## src/rtl/crc32_pkg.sv

```systemverilog
// Shared constants, FSM state type and the byte-serial reflected CRC-32 step
// used by the frame-aware CRC engine.
package crc32_pkg;

   localparam logic [31:0] CRC32_POLY_REFL = 32'hEDB88320;
   localparam logic [31:0] CRC32_INIT      = 32'hFFFFFFFF;
   localparam logic [31:0] CRC32_RESIDUE   = 32'hDEBB20E3;

   typedef enum logic [0:0] {
      IDLE   = 1'b0,
      ACTIVE = 1'b1
   } crc_state_e;

   // One byte folded LSB-first into a reflected CRC-32 register.
   function automatic logic [31:0] crc32_byte(input logic [31:0] crc, input logic [7:0] data_byte);
      logic [31:0] c;
      c = crc ^ {24'h000000, data_byte};
      for (int i = 0; i < 8; i++) begin
         if (c[0]) begin
            c = {1'b0, c[31:1]} ^ CRC32_POLY_REFL;
         end else begin
            c = {1'b0, c[31:1]};
         end
      end
      return c;
   endfunction

endpackage

```

## src/rtl/crc32_fold_dw.sv

```systemverilog
// Combinational whole-beat CRC update: folds the enabled bytes of one beat,
// byte 0 first, into the incoming CRC register value.
module crc32_fold_dw
   import crc32_pkg::*;
#(
   parameter int DATA_W = 32
) (
   input  logic [31:0]         crc_in,
   input  logic [DATA_W/8-1:0] keep,
   input  logic [DATA_W-1:0]   data,
   output logic [31:0]         crc_out
);

   localparam int KEEP_W = DATA_W / 8;

   // Unrolled byte chain; disabled bytes pass the running value through.
   always_comb begin
      crc_out = crc_in;
      for (int i = 0; i < KEEP_W; i++) begin
         if (keep[i]) begin
            crc_out = crc32_byte(crc_out, data[8*i +: 8]);
         end else begin
            crc_out = crc_out;
         end
      end
   end

endmodule

```

## src/rtl/crc32_dw_frame.sv

```systemverilog
// Frame-aware Ethernet CRC-32 engine: tracks sop/eop framing, produces the
// on-wire FCS in generate mode and a residue check in check mode.
module crc32_dw_frame
   import crc32_pkg::*;
#(
   parameter int          DATA_W   = 32,
   parameter logic [31:0] CRC_INIT = CRC32_INIT
) (
   input  logic                clk,
   input  logic                rst_n,
   input  logic                crc_clr,
   input  logic                mode,
   input  logic                s_valid,
   input  logic                s_sop,
   input  logic                s_eop,
   input  logic [DATA_W/8-1:0] s_keep,
   input  logic [DATA_W-1:0]   s_data,
   output logic [31:0]         crc_state,
   output logic                fcs_valid,
   output logic [31:0]         fcs,
   output logic                fcs_ok,
   output logic                proto_err
);

   localparam int                KEEP_W    = DATA_W / 8;
   localparam logic [KEEP_W-1:0] KEEP_ONE  = KEEP_W'(1'b1);
   localparam logic [KEEP_W-1:0] KEEP_ALL  = {KEEP_W{1'b1}};
   localparam logic [KEEP_W-1:0] KEEP_NONE = {KEEP_W{1'b0}};

   crc_state_e        state_q, state_d;
   logic [31:0]       crc_q, crc_d;
   logic [31:0]       fcs_q, fcs_d;
   logic              mode_q, mode_d;
   logic              fcs_valid_q, fcs_valid_d;
   logic              fcs_ok_q, fcs_ok_d;
   logic              proto_err_q, proto_err_d;

   logic [KEEP_W-1:0] keep_lsb_s;
   logic [KEEP_W-1:0] keep_run_s;
   logic              keep_therm_s;
   logic              keep_legal_s;
   logic              mode_eff_s;
   logic [31:0]       crc_start_s;
   logic [31:0]       crc_fold_s;

   // Keep decode: the lowest contiguous run of set bits is what gets folded,
   // so a malformed keep still folds a well-defined prefix of bytes.
   always_comb begin
      keep_lsb_s   = s_keep & (~s_keep + KEEP_ONE);
      keep_run_s   = s_keep & ~(s_keep + keep_lsb_s);
      keep_therm_s = ((s_keep + KEEP_ONE) & s_keep) == KEEP_NONE;
      if (s_eop) begin
         keep_legal_s = keep_therm_s;
      end else begin
         keep_legal_s = (s_keep == KEEP_ALL);
      end
      if (s_sop) begin
         crc_start_s = CRC_INIT;
         mode_eff_s  = mode;
      end else begin
         crc_start_s = crc_q;
         mode_eff_s  = mode_q;
      end
   end

   crc32_fold_dw #(
      .DATA_W (DATA_W)
   ) u_fold (
      .crc_in  (crc_start_s),
      .keep    (keep_run_s),
      .data    (s_data),
      .crc_out (crc_fold_s)
   );

   // Framing FSM and result generation; a sop always restarts from CRC_INIT.
   always_comb begin
      state_d     = state_q;
      crc_d       = crc_q;
      mode_d      = mode_q;
      fcs_d       = fcs_q;
      fcs_ok_d    = fcs_ok_q;
      fcs_valid_d = 1'b0;
      proto_err_d = 1'b0;
      if (crc_clr) begin
         state_d = IDLE;
         crc_d   = CRC_INIT;
      end else if (s_valid && (s_sop || (state_q == ACTIVE))) begin
         proto_err_d = ~keep_legal_s | (s_sop & (state_q == ACTIVE));
         if (s_sop) begin
            mode_d = mode;
         end else begin
            mode_d = mode_q;
         end
         if (s_eop) begin
            state_d     = IDLE;
            crc_d       = CRC_INIT;
            fcs_valid_d = 1'b1;
            fcs_d       = ~crc_fold_s;
            fcs_ok_d    = mode_eff_s & (crc_fold_s == CRC32_RESIDUE);
         end else begin
            state_d = ACTIVE;
            crc_d   = crc_fold_s;
         end
      end else if (s_valid) begin
         // Stray beat outside a frame: dropped.
         proto_err_d = 1'b1;
      end else begin
         state_d = state_q;
      end
   end

   // State and output registers.
   always_ff @(posedge clk or negedge rst_n) begin
      if (!rst_n) begin
         state_q     <= IDLE;
         crc_q       <= CRC_INIT;
         mode_q      <= 1'b0;
         fcs_q       <= 32'h00000000;
         fcs_valid_q <= 1'b0;
         fcs_ok_q    <= 1'b0;
         proto_err_q <= 1'b0;
      end else begin
         state_q     <= state_d;
         crc_q       <= crc_d;
         mode_q      <= mode_d;
         fcs_q       <= fcs_d;
         fcs_valid_q <= fcs_valid_d;
         fcs_ok_q    <= fcs_ok_d;
         proto_err_q <= proto_err_d;
      end
   end

   assign crc_state = crc_q;
   assign fcs       = fcs_q;
   assign fcs_valid = fcs_valid_q;
   assign fcs_ok    = fcs_ok_q;
   assign proto_err = proto_err_q;

endmodule

```

## config.mk

```make
export PLATFORM = sky130hd
export DESIGN_NAME = crc32_dw_frame
export DESIGN_NICKNAME = d
export VERILOG_FILES = /design/src/rtl/crc32_pkg.sv /design/src/rtl/crc32_fold_dw.sv /design/src/rtl/crc32_dw_frame.sv
export SDC_FILE = /design/constraint.sdc
export NUM_CORES = 1
export LEC_CHECK = 0
export CAP_MARGIN = 30
export CELL_PAD_IN_SITES_DETAIL_PLACEMENT = 1
export CELL_PAD_IN_SITES_GLOBAL_PLACEMENT = 2
export CORE_MARGIN = 8
export CORE_UTILIZATION = 39
export DETAILED_ROUTE_END_ITERATION = 16
export PLACE_DENSITY_LB_ADDON = 0.1
export SYNTH_ARGS = -nofsm -noshare
export SYNTH_HDL_FRONTEND = slang
export SYNTH_HIERARCHICAL = 1
export SYNTH_SLANG_ARGS = --single-unit
export TNS_END_PERCENT = 20
```

## constraint.sdc

```tcl
create_clock -name clk -period 10.5 [get_ports clk]
set_input_delay 2.1 -clock clk [delete_from_list [all_inputs] [get_ports clk]]
set_output_delay 2.1 -clock clk [all_outputs]
set_load 0.03 [all_outputs]
```

# --- After elaboration in Yosys (flattened, before gate mapping) ---
# Cells that the tools add are included.
word_totals:
  elab_cells: 144
  reg_bits: 69
  inputBits: 43
op_classes:
  n_addsub: 3
  n_eq_ne: 2
  n_reduce_logical: 6
  bitwise: 47
  n_mux: 79
ops:
  columns: ["cell", "n"]
  rows:
  - ["32-bit two-way mux", 68]
  - ["13-bit inverter with 14-bit output", 32]
  - ["32-bit by 8-bit bitwise XOR with 32-bit output", 4]
  - ["32-bit == test (second input constant)", 1]
  - ["32-bit inverter", 1]
  - ["4-bit bitwise AND", 3]
  - ["1-bit two-way mux", 11]
  - ["4-bit by 1-bit adder with 4-bit output (second input constant)", 2]
  - ["4-bit inverter", 2]
  - ["4-bit adder", 1]
  - ["4-bit == test (second input constant)", 1]
  - ["4-bit logical NOT", 1]
  - ["3-bit AND reduction", 1]
  - ["1-bit bitwise AND", 2]
  - ["1-bit inverter", 2]
  - ["2-bit AND reduction", 1]
  - ["2-bit nonzero test", 1]
  - ["1-bit logical AND", 1]
  - ["1-bit logical OR", 1]
  - ["1-bit bitwise OR", 1]

# --- Logic depth before layout (Yosys ltp) ---
# Gate-level depths: netlist of the first run.
depth:
  ltp_word: 106
  depth_mapped: 23
  depth_no_buf: 19

# --- Modules after synthesis ---
# The synthesis of the first run kept the hierarchy.
by_module_without_submodules:
  columns: ["mod", "cells_per_inst", "area_per_inst_um2", "instances"]
  rows:
  - ["crc32_fold_dw", 544, 5213.8, 1]
  - ["crc32_dw_frame", 253, 2889.0, 1]

# --- Least setup slack after synthesis of the first run ---
# OpenSTA, ideal clock, no wires.
synth_path:
  kind: "in2reg"
  startpoint: "input s_sop"
  endpoint: "register fcs_ok_q, in the netlist fcs_ok"
  setup_time_ns: 0.095
  path_buffers: 3
  setup_slack_ns: 2.671
  stages: 21
  t_required_ns: 10.405
  t_arrival_ns: 7.733
  path_cell_list: "buf_6 > clkbuf_1 > or2_2 > buf_2 > xnor2_2 > xnor3_1 > mux2i_2 > xnor2_4 > xnor2_4 > xnor3_1 > mux2i_4 > xnor3_2 > xor2_1 > mux2i_4 > xnor3_2 > xor2_1 > xnor3_1 > mux2_2 > nor4b_1 > nand3_1 > o31ai_1"
synth_via:
  word_cells_on_any_way: 107
synth_lines:
  columns: ["element", "line_no", "source"]
  rows:
  - ["from (decl)", "crc32_dw_frame.sv:14", "input logic s_sop,"]
  - ["32-bit two-way mux (*)", "crc32_dw_frame.sv:57", "if (s_sop) begin"]
  - ["net crc_start_s[5]", "crc32_dw_frame.sv:43", "logic [31:0] crc_start_s;"]
  - ["32-bit by 8-bit bitwise XOR with 32-bit output", "crc32_pkg.sv:17", "c = crc ^ {24'h000000, data_byte};"]
  - ["32-bit two-way mux", "crc32_pkg.sv:19", "if (c[0]) begin"]
  - ["32-bit two-way mux", "crc32_fold_dw.sv:20", "if (keep[i]) begin"]
  - ["32-bit two-way mux", "crc32_pkg.sv:19", null]
  - ["32-bit two-way mux", "crc32_fold_dw.sv:20", null]
  - ["32-bit two-way mux", "crc32_pkg.sv:19", null]
  - ["[65 not listed]", null, null]
  - ["13-bit inverter with 14-bit output (no source line) / 32-bit two-way mux (equally long branches)", null, null]
  - ["32-bit two-way mux", "crc32_pkg.sv:19", null]
  - ["32-bit two-way mux", "crc32_fold_dw.sv:20", null]
  - ["32-bit two-way mux", "crc32_pkg.sv:19", null]
  - ["32-bit two-way mux (*)", "crc32_fold_dw.sv:20", null]
  - ["net crc_fold_s[22]", "crc32_dw_frame.sv:44", "logic [31:0] crc_fold_s;"]
  - ["32-bit == test (*)", "crc32_dw_frame.sv:99", "fcs_ok_d = mode_eff_s & (crc_fold_s == CRC32_RESIDUE);"]
  - ["1-bit bitwise AND (*)", "crc32_dw_frame.sv:99", null]
  - ["to (signal assigned)", "crc32_dw_frame.sv:128", "fcs_ok_q <= fcs_ok_d;"]
  - ["to (decl)", "crc32_dw_frame.sv:35", "logic fcs_ok_q, fcs_ok_d;"]
# The timed path passes the listed nets; every way through them passes the cells marked *. The select of a mux whose other input is x is not followed.
# A chain may end at the register's enable or synchronous reset.

# --- Worst setup path after layout of the first run ---
layout_path:
  startpoint: "input s_sop"
  endpoint: "register fcs_ok_q, in the netlist fcs_ok"
layout_via:
  word_cells_on_any_way: 107
layout_lines:
  columns: ["element", "line_no"]
  rows:
  - ["32-bit two-way mux (*)", "crc32_dw_frame.sv:57"]
  - ["net crc_start_s[5]", "crc32_dw_frame.sv:43"]
  - ["32-bit by 8-bit bitwise XOR with 32-bit output", "crc32_pkg.sv:17"]
  - ["32-bit two-way mux", "crc32_pkg.sv:19"]
  - ["32-bit two-way mux", "crc32_fold_dw.sv:20"]
  - ["32-bit two-way mux", "crc32_pkg.sv:19"]
  - ["32-bit two-way mux", "crc32_fold_dw.sv:20"]
  - ["32-bit two-way mux", "crc32_pkg.sv:19"]
  - ["[67 not listed]", null]
  - ["32-bit two-way mux", "crc32_pkg.sv:19"]
  - ["32-bit two-way mux", "crc32_fold_dw.sv:20"]
  - ["13-bit inverter with 14-bit output (no source line)", null]
  - ["32-bit two-way mux", "crc32_pkg.sv:19"]
  - ["32-bit two-way mux (*)", "crc32_fold_dw.sv:20"]
  - ["net crc_fold_s[19]", "crc32_dw_frame.sv:44"]
  - ["32-bit == test (*)", "crc32_dw_frame.sv:99"]
  - ["1-bit bitwise AND (*)", "crc32_dw_frame.sv:99"]
# Marks and branches as above.

==> flow_summary_export.csv, run 1 <==
group,metric,value,unit
job,cap_violations,0,
yosys,syn-cell-area,0.008103,mm²
floorplan,num_rows,52,
timing,skew,0.006781,ns
global_routing,grt_first_pass_wirelength,44300,µm
floorplan,start_util,0.3992,
critical_path,cp_common_cell,"xnor3_1",
route,drc_errors,0,
layout,nets,929,
route,wl,30040,µm
floorplan,fp.dieArea,0.02564,mm²
global_routing,grt_start_max_net_pins,70,
yosys,synth_nets,840,
clock_tree,cts_buffer_depth,2,
route,initialDrtViolationCount,381,
critical_path,cp_cell_sequence,"clkdlybuf4s50_1 > or2_2 > xor2_1 > xnor3_1 > mux2i_2 > xnor3_1 > or3_1 > o211ai_1 > o2111ai_2 > xnor2_1 > xnor3_1 > mux2i_1 > xnor2_2 > xor2_1 > xnor3_1 > mux2i_1 > nand4_1 > nor2_1 > nand4_1 > o31ai_1",
critical_path,worstPathRequired,10.73,ns
layout,area_growth,19.98,%
critical_path,cp-start-kind,"input port",
clock_tree,cts.sinks,69,
floorplan,io_pins,110,
floorplan,core_area,0.02030,mm²
timing,finalCritPeriodShare,0.9184,
critical_path,end_kind,"register",
clock_tree,ctsResizeCount,0,
timing,setup_viol,0,
timing,worst_slew_pin_slew,0.8744,ns
yosys,synth_flop_cell,"dfrtp_1",
timing,rsz0062_at_grt,"no",
critical_path,slowest_delay,0.69,ns
route,wire_per_inst,25.87,µm
yosys,synth_edf_count,0,
layout,diodes,0,
clock_tree,cts-hold-fix-buffers,0,
global_routing,grt_pass1_vias,6646,
critical_path,crit_fanout,11,
timing,slew_violations,0,
clock_tree,clk_latency,0.33,ns
yosys,synth.distinct_cells,57,
placed_design,dpl.hpwl,24530,µm
placed_design,port_buffers,109,
timing,period_needed,9.644,ns
layout,drive_above_1_share,0.1616,
route,route.vias.total,6337,
global_routing,grt_use_total,0.2300,
clock_tree,cts_setup_buffers,0,
clock_tree,path_clk_slew,0.06,ns
global_routing,grt_overflow,0,
clock_tree,tritoncts,"built",
placed_design,gp_congestion,0.9294,
outcome,status,"finished, final reports clean",
global_routing,grt_antenna_before_repair,0,
clock_tree,htreeDepth,3,
timing,finalSetupTns,0,ns
timing,finalHoldViolations,0,
route,ant_nets,0,
route,via_per_inst,5.458,
yosys,yosysWarnings,6,
route,dr.pass1.iters,4,
layout,fill_cells,2270,
yosys,synth-seq-cells,69,
clock_tree,cts_root_buf,"clkbuf_16",
critical_path,cp_slowest_cell,"xor2_1",
critical_path,worstSetupPathType,"input port to register",
yosys,avgSynthCellArea,10.17,µm²
floorplan,die_x,160.1,µm
critical_path,arrival,9.88,ns
timing,fin_ws,0.8564,ns
placed_design,pre_cts_ws,0.6627,ns
yosys,ys_async_sr_fraction,1.000,
yosys,yosysSeqAreaShare,0.2180,
clock_tree,cts_buffers,9,
timing,slew_headroom,0.4004,
yosys,synth_cells,797,
floorplan,die_y,160.1,µm
timing,fmax,0.1037,GHz
hold_path,holdCritPathClass,"register to register",
worst paths after layout:
| check | from | end | slack [ns] | depth (start not counted) |
|---|---|---|---|---|
| min in group asynchronous | rst_n | fcs_valid | 1.96 | 2 |
| worst min register to register | fcs[5] | fcs[5] | 0.48 | 2 |
| worst max-delay path | s_sop | fcs_ok | 0.86 | 20 |
| worst min-delay path | fcs[5] | fcs[5] | 0.48 | 2 |
| worst max register to register | crc_state[5] | fcs_ok | 2.92 | 19 |
| max in group asynchronous | rst_n | fcs[18] | 7.96 | 2 |
Yosys cell counts (3+ instances only):
cell      instances  area, µm²
a21o_1            5      37.54
a21oi_1          31      155.2
buf_2            11      55.05
buf_8             3      45.04
clkbuf_1         28      105.1
dfrtp_1          37      925.9
dfstp_2          32      840.8
inv_1             6      22.52
mux2_2            8      90.09
mux2i_1          61      610.6
mux2i_2           5      68.82
mux2i_4           5      112.6
nand2_1          72      270.3
nand2b_1          4      25.02
nand4_1           5      31.28
nor2_1           45      168.9
nor3b_1           4      30.03
o21a_1            4      30.03
o21ai_0          45      225.2
o21ai_1           6      30.03
o22a_1           33      289.0
or2_2            33      206.5
xnor2_1         147       1287
xnor2_2          12      195.2
xnor2_4           7      192.7
xnor3_1          39      878.3
xor2_1           55      481.7
xor3_1           14      332.8
state kept, by name (all words and copies together) (netlist names):
name / cells
crc_state: 32
fcs: 32
fcs_ok: 1
fcs_valid: 1
mode_q: 1
proto_err: 1
state_q: 1
cell type report:
class                   count  area [µm²]  share of cell area
flip-flops and latches     69        1767              0.1817
repair buffers            123        1214              0.1248
inverters                   7       26.28            0.002703
clock buffers              11       252.7             0.02600
well taps                 270       337.8             0.03475
clock inverters             5       33.78            0.003475
multi-input cells         676        6091              0.6265
cells by family (layout without fill, tap and decap cells):
group	count (synthesis)	in the layout	synth area share
muxes	79	79	0.1089
AOI/OAI and AO/OA	140	140	0.1126
xor gates and xnor gates	277	277	0.4250
DFF	69	69	0.2180
buffers and inverters	52	146	0.03181
and+or+nand+nor	180	180	0.1038
critical path, delay by kind of cell:
family	cells	cell delay, ns
XOR/XNOR	8	3.63
multiplexers	3	1.52
AND/OR/NAND/NOR	5	1.27
AO/OA/AOI/OAI	3	0.71
buffers and inverters	1	0.61
metrics by stage:
stage	util	hold slack [ns]	std cells	instance area, µm²
after floorplan	-	0.4753	797	8103
after global placement	0.4625	0.4662	1143	9388
after detailed placement	0.4638	0.4734	1144	9415
after CTS	0.4779	0.4868	1160	9702
after global routing	0.4789	0.5251	1161	9722
final	0.4789	0.4804	1161	9722
placed cells by master, fill, tap and decap left out, drive strengths merged, types with 2 or more instances in the layout:
cell,instances
a21o,5
or2,34
clkinvlp,2
a21oi,31
or3,2
and3,2
nor4,2
a2111o,2
a41oi,2
xor3,14
nand2,72
clkdlybuf4s50,106
clkbuf,11
o22a,33
xor2,56
nand4,5
buf,17
inv,7
dfrtp,37
xnor3,41
a31oi,2
nor4b,2
mux2,8
nand3,2
mux2i,71
nor3,2
xnor2,166
o21a,4
clkinv,3
a21boi,2
dfstp,32
o21ai,51
nor2,46
nor3b,4
nand2b,4
routing by layer:
metal	share of wire	GRT usage	up-vias	routed length, µm
met5	0	0	-	0
met4	0.029	0.07562	0	879
met3	0.044	0.03316	42	1326
met2	0.47	0.3814	186	14230
met1	0.45	0.3022	3201	13600
li1	-	-	2908	-
Power of run 1 is not shown: default switching activity piles up to over one toggle a cycle in this logic, so the estimate is an artifact.
==> run 2: changes to the inputs <==
- CTS_CLUSTER_SIZE: not set -> 16
- REMOVE_ABC_BUFFERS: not set -> 1
==> flow_summary_export.csv, run 2 (synthesized netlist as in run 1, its figures left out) <==
group,metric,value,unit
outcome,status,"finished, final reports clean",
placed_design,placed_area,0.009415,mm²
critical_path,worstPathRequired,10.73,ns
floorplan,fp.dieArea,0.02564,mm²
timing,slew_violations,0,
placed_design,dpl.hpwl,24450,µm
placed_design,placed_cells,1144,
layout,area_growth,20.18,%
timing,finalHoldViolations,0,
route,drc_errors,0,
global_routing,grt_use_total,0.2332,
clock_tree,cts_buffer_depth,2,
placed_design,pre_cts_ws,0.7153,ns
timing,fin_ws,0.9870,ns
global_routing,grt_start_max_net_pins,70,
clock_tree,cts_root_buf,"clkbuf_16",
placed_design,gp_congestion,0.9021,
layout,fin_cells,1160,
floorplan,io_pins,110,
timing,skew,0.004848,ns
floorplan,start_util,0.3992,
clock_tree,cts.sinks,69,
global_routing,grt_antenna_before_repair,0,
layout,final_cell_mix,"147 x xnor2_1, 106 x clkdlybuf4s50_1, 72 x nand2_1",
timing,rsz0062_at_grt,"no",
timing,slew_headroom,0.3279,
route,ant_nets,0,
job,cap_violations,0,
timing,finalSetupTns,0,ns
clock_tree,path_clk_slew,0.06,ns
hold_path,holdCritPathClass,"register to register",
floorplan,core_area,0.02030,mm²
layout,drive_above_1_share,0.1607,
clock_tree,tritoncts,"built",
route,via_per_inst,5.460,
timing,finalCritPeriodShare,0.9060,
route,wl,30050,µm
clock_tree,clk_latency,0.33,ns
layout,layout_commonest_cell,"xnor2_1",
clock_tree,cts_buffers,9,
critical_path,cp-start-kind,"input port",
critical_path,worstSetupPathType,"input port to register",
placed_design,port_buffers,109,
clock_tree,htreeDepth,3,
route,dr.pass1.iters,4,
clock_tree,ctsResizeCount,0,
layout,stdcell_area,0.009738,mm²
critical_path,arrival,9.74,ns
critical_path,crit_start,"s_sop",
timing,worst_slew_pin_slew,1.008,ns
global_routing,grt_first_pass_wirelength,45410,µm
route,wire_per_inst,25.91,µm
global_routing,grt_overflow,0,
critical_path,worstRegToRegCells,19,
critical_path,r2r_slack,3.06,ns
global_routing,grt_pass1_vias,6833,
critical_path,crit_end,"fcs_ok",
critical_path,reg2reg_from,"crc_state[1]",
timing,fmax,0.1051,GHz
floorplan,num_rows,52,
critical_path,rr_endpoint,"fcs_ok",
critical_path,end_kind,"register",
timing,period_needed,9.513,ns
layout,diodes,0,
floorplan,die_x,160.1,µm
layout,nets,928,
route,initialDrtViolationCount,356,
clock_tree,cts-hold-fix-buffers,0,
floorplan,die_y,160.1,µm
timing,setup_viol,0,
critical_path,crit_fanout,37,
route,route.vias.total,6334,
clock_tree,cts_setup_buffers,0,
[run 2: through the flow]
stage | hold slack (ns) | utilization
global placement | 0.4633 | 0.4625
finish | 0.4795 | 0.4797
global route | 0.5220 | 0.4797
CTS | 0.4900 | 0.4797
detailed placement | 0.4743 | 0.4638
floorplan | 0.4753 | -
[run 2: area by class of cell]
type	instances	area (µm²)
Fill cell	2224	10560
Multi-Input combinational cell	676	6091
Sequential cell	69	1767
Timing Repair Buffer	122	1194
Tap cell	270	337.8
Clock buffer	9	225.2
Clock inverter	7	97.59
Inverter	7	26.28
[run 2: worst min-delay path by stage]
stage / from / to / slack, ns / depth (start not counted)
floorplan: mode_q / mode_q / 0.48 / 1
global placement: fcs[17] / fcs[17] / 0.46 / 2
detailed placement: fcs[16] / fcs[16] / 0.47 / 2
CTS: fcs[17] / fcs[17] / 0.49 / 2
global route: fcs[26] / fcs[26] / 0.52 / 2
finish: fcs[17] / fcs[17] / 0.48 / 2
[run 2: per-layer routing]
| layer | up-vias | GRT usage | wire [µm] |
|---|---|---|---|
| li1 | 2909 | - | - |
| met1 | 3200 | 0.3073 | 13660 |
| met2 | 192 | 0.3848 | 14140 |
| met3 | 33 | 0.04190 | 1567 |
| met4 | 0 | 0.06372 | 693 |
| met5 | - | 0 | 0 |
[run 2: worst max-delay path, stage by stage]
cell,delay [ns]
clkdlybuf4s50_1,0.40
buf_4,0.23
or2_2,0.39
xnor2_2,0.42
xnor3_1,0.50
mux2i_2,0.37
xor3_1,0.39
o21ai_1,0.35
xor2_1,0.70
xnor3_1,0.45
xnor2_1,0.23
xnor2_1,0.14
a21oi_1,0.21
xnor2_2,0.66
xor2_1,0.46
xnor3_1,0.40
mux2i_1,0.64
nand4_1,0.17
nor2_1,0.15
nand4_1,0.12
o31ai_1,0.26
Power of run 2 is left out for the same reason.
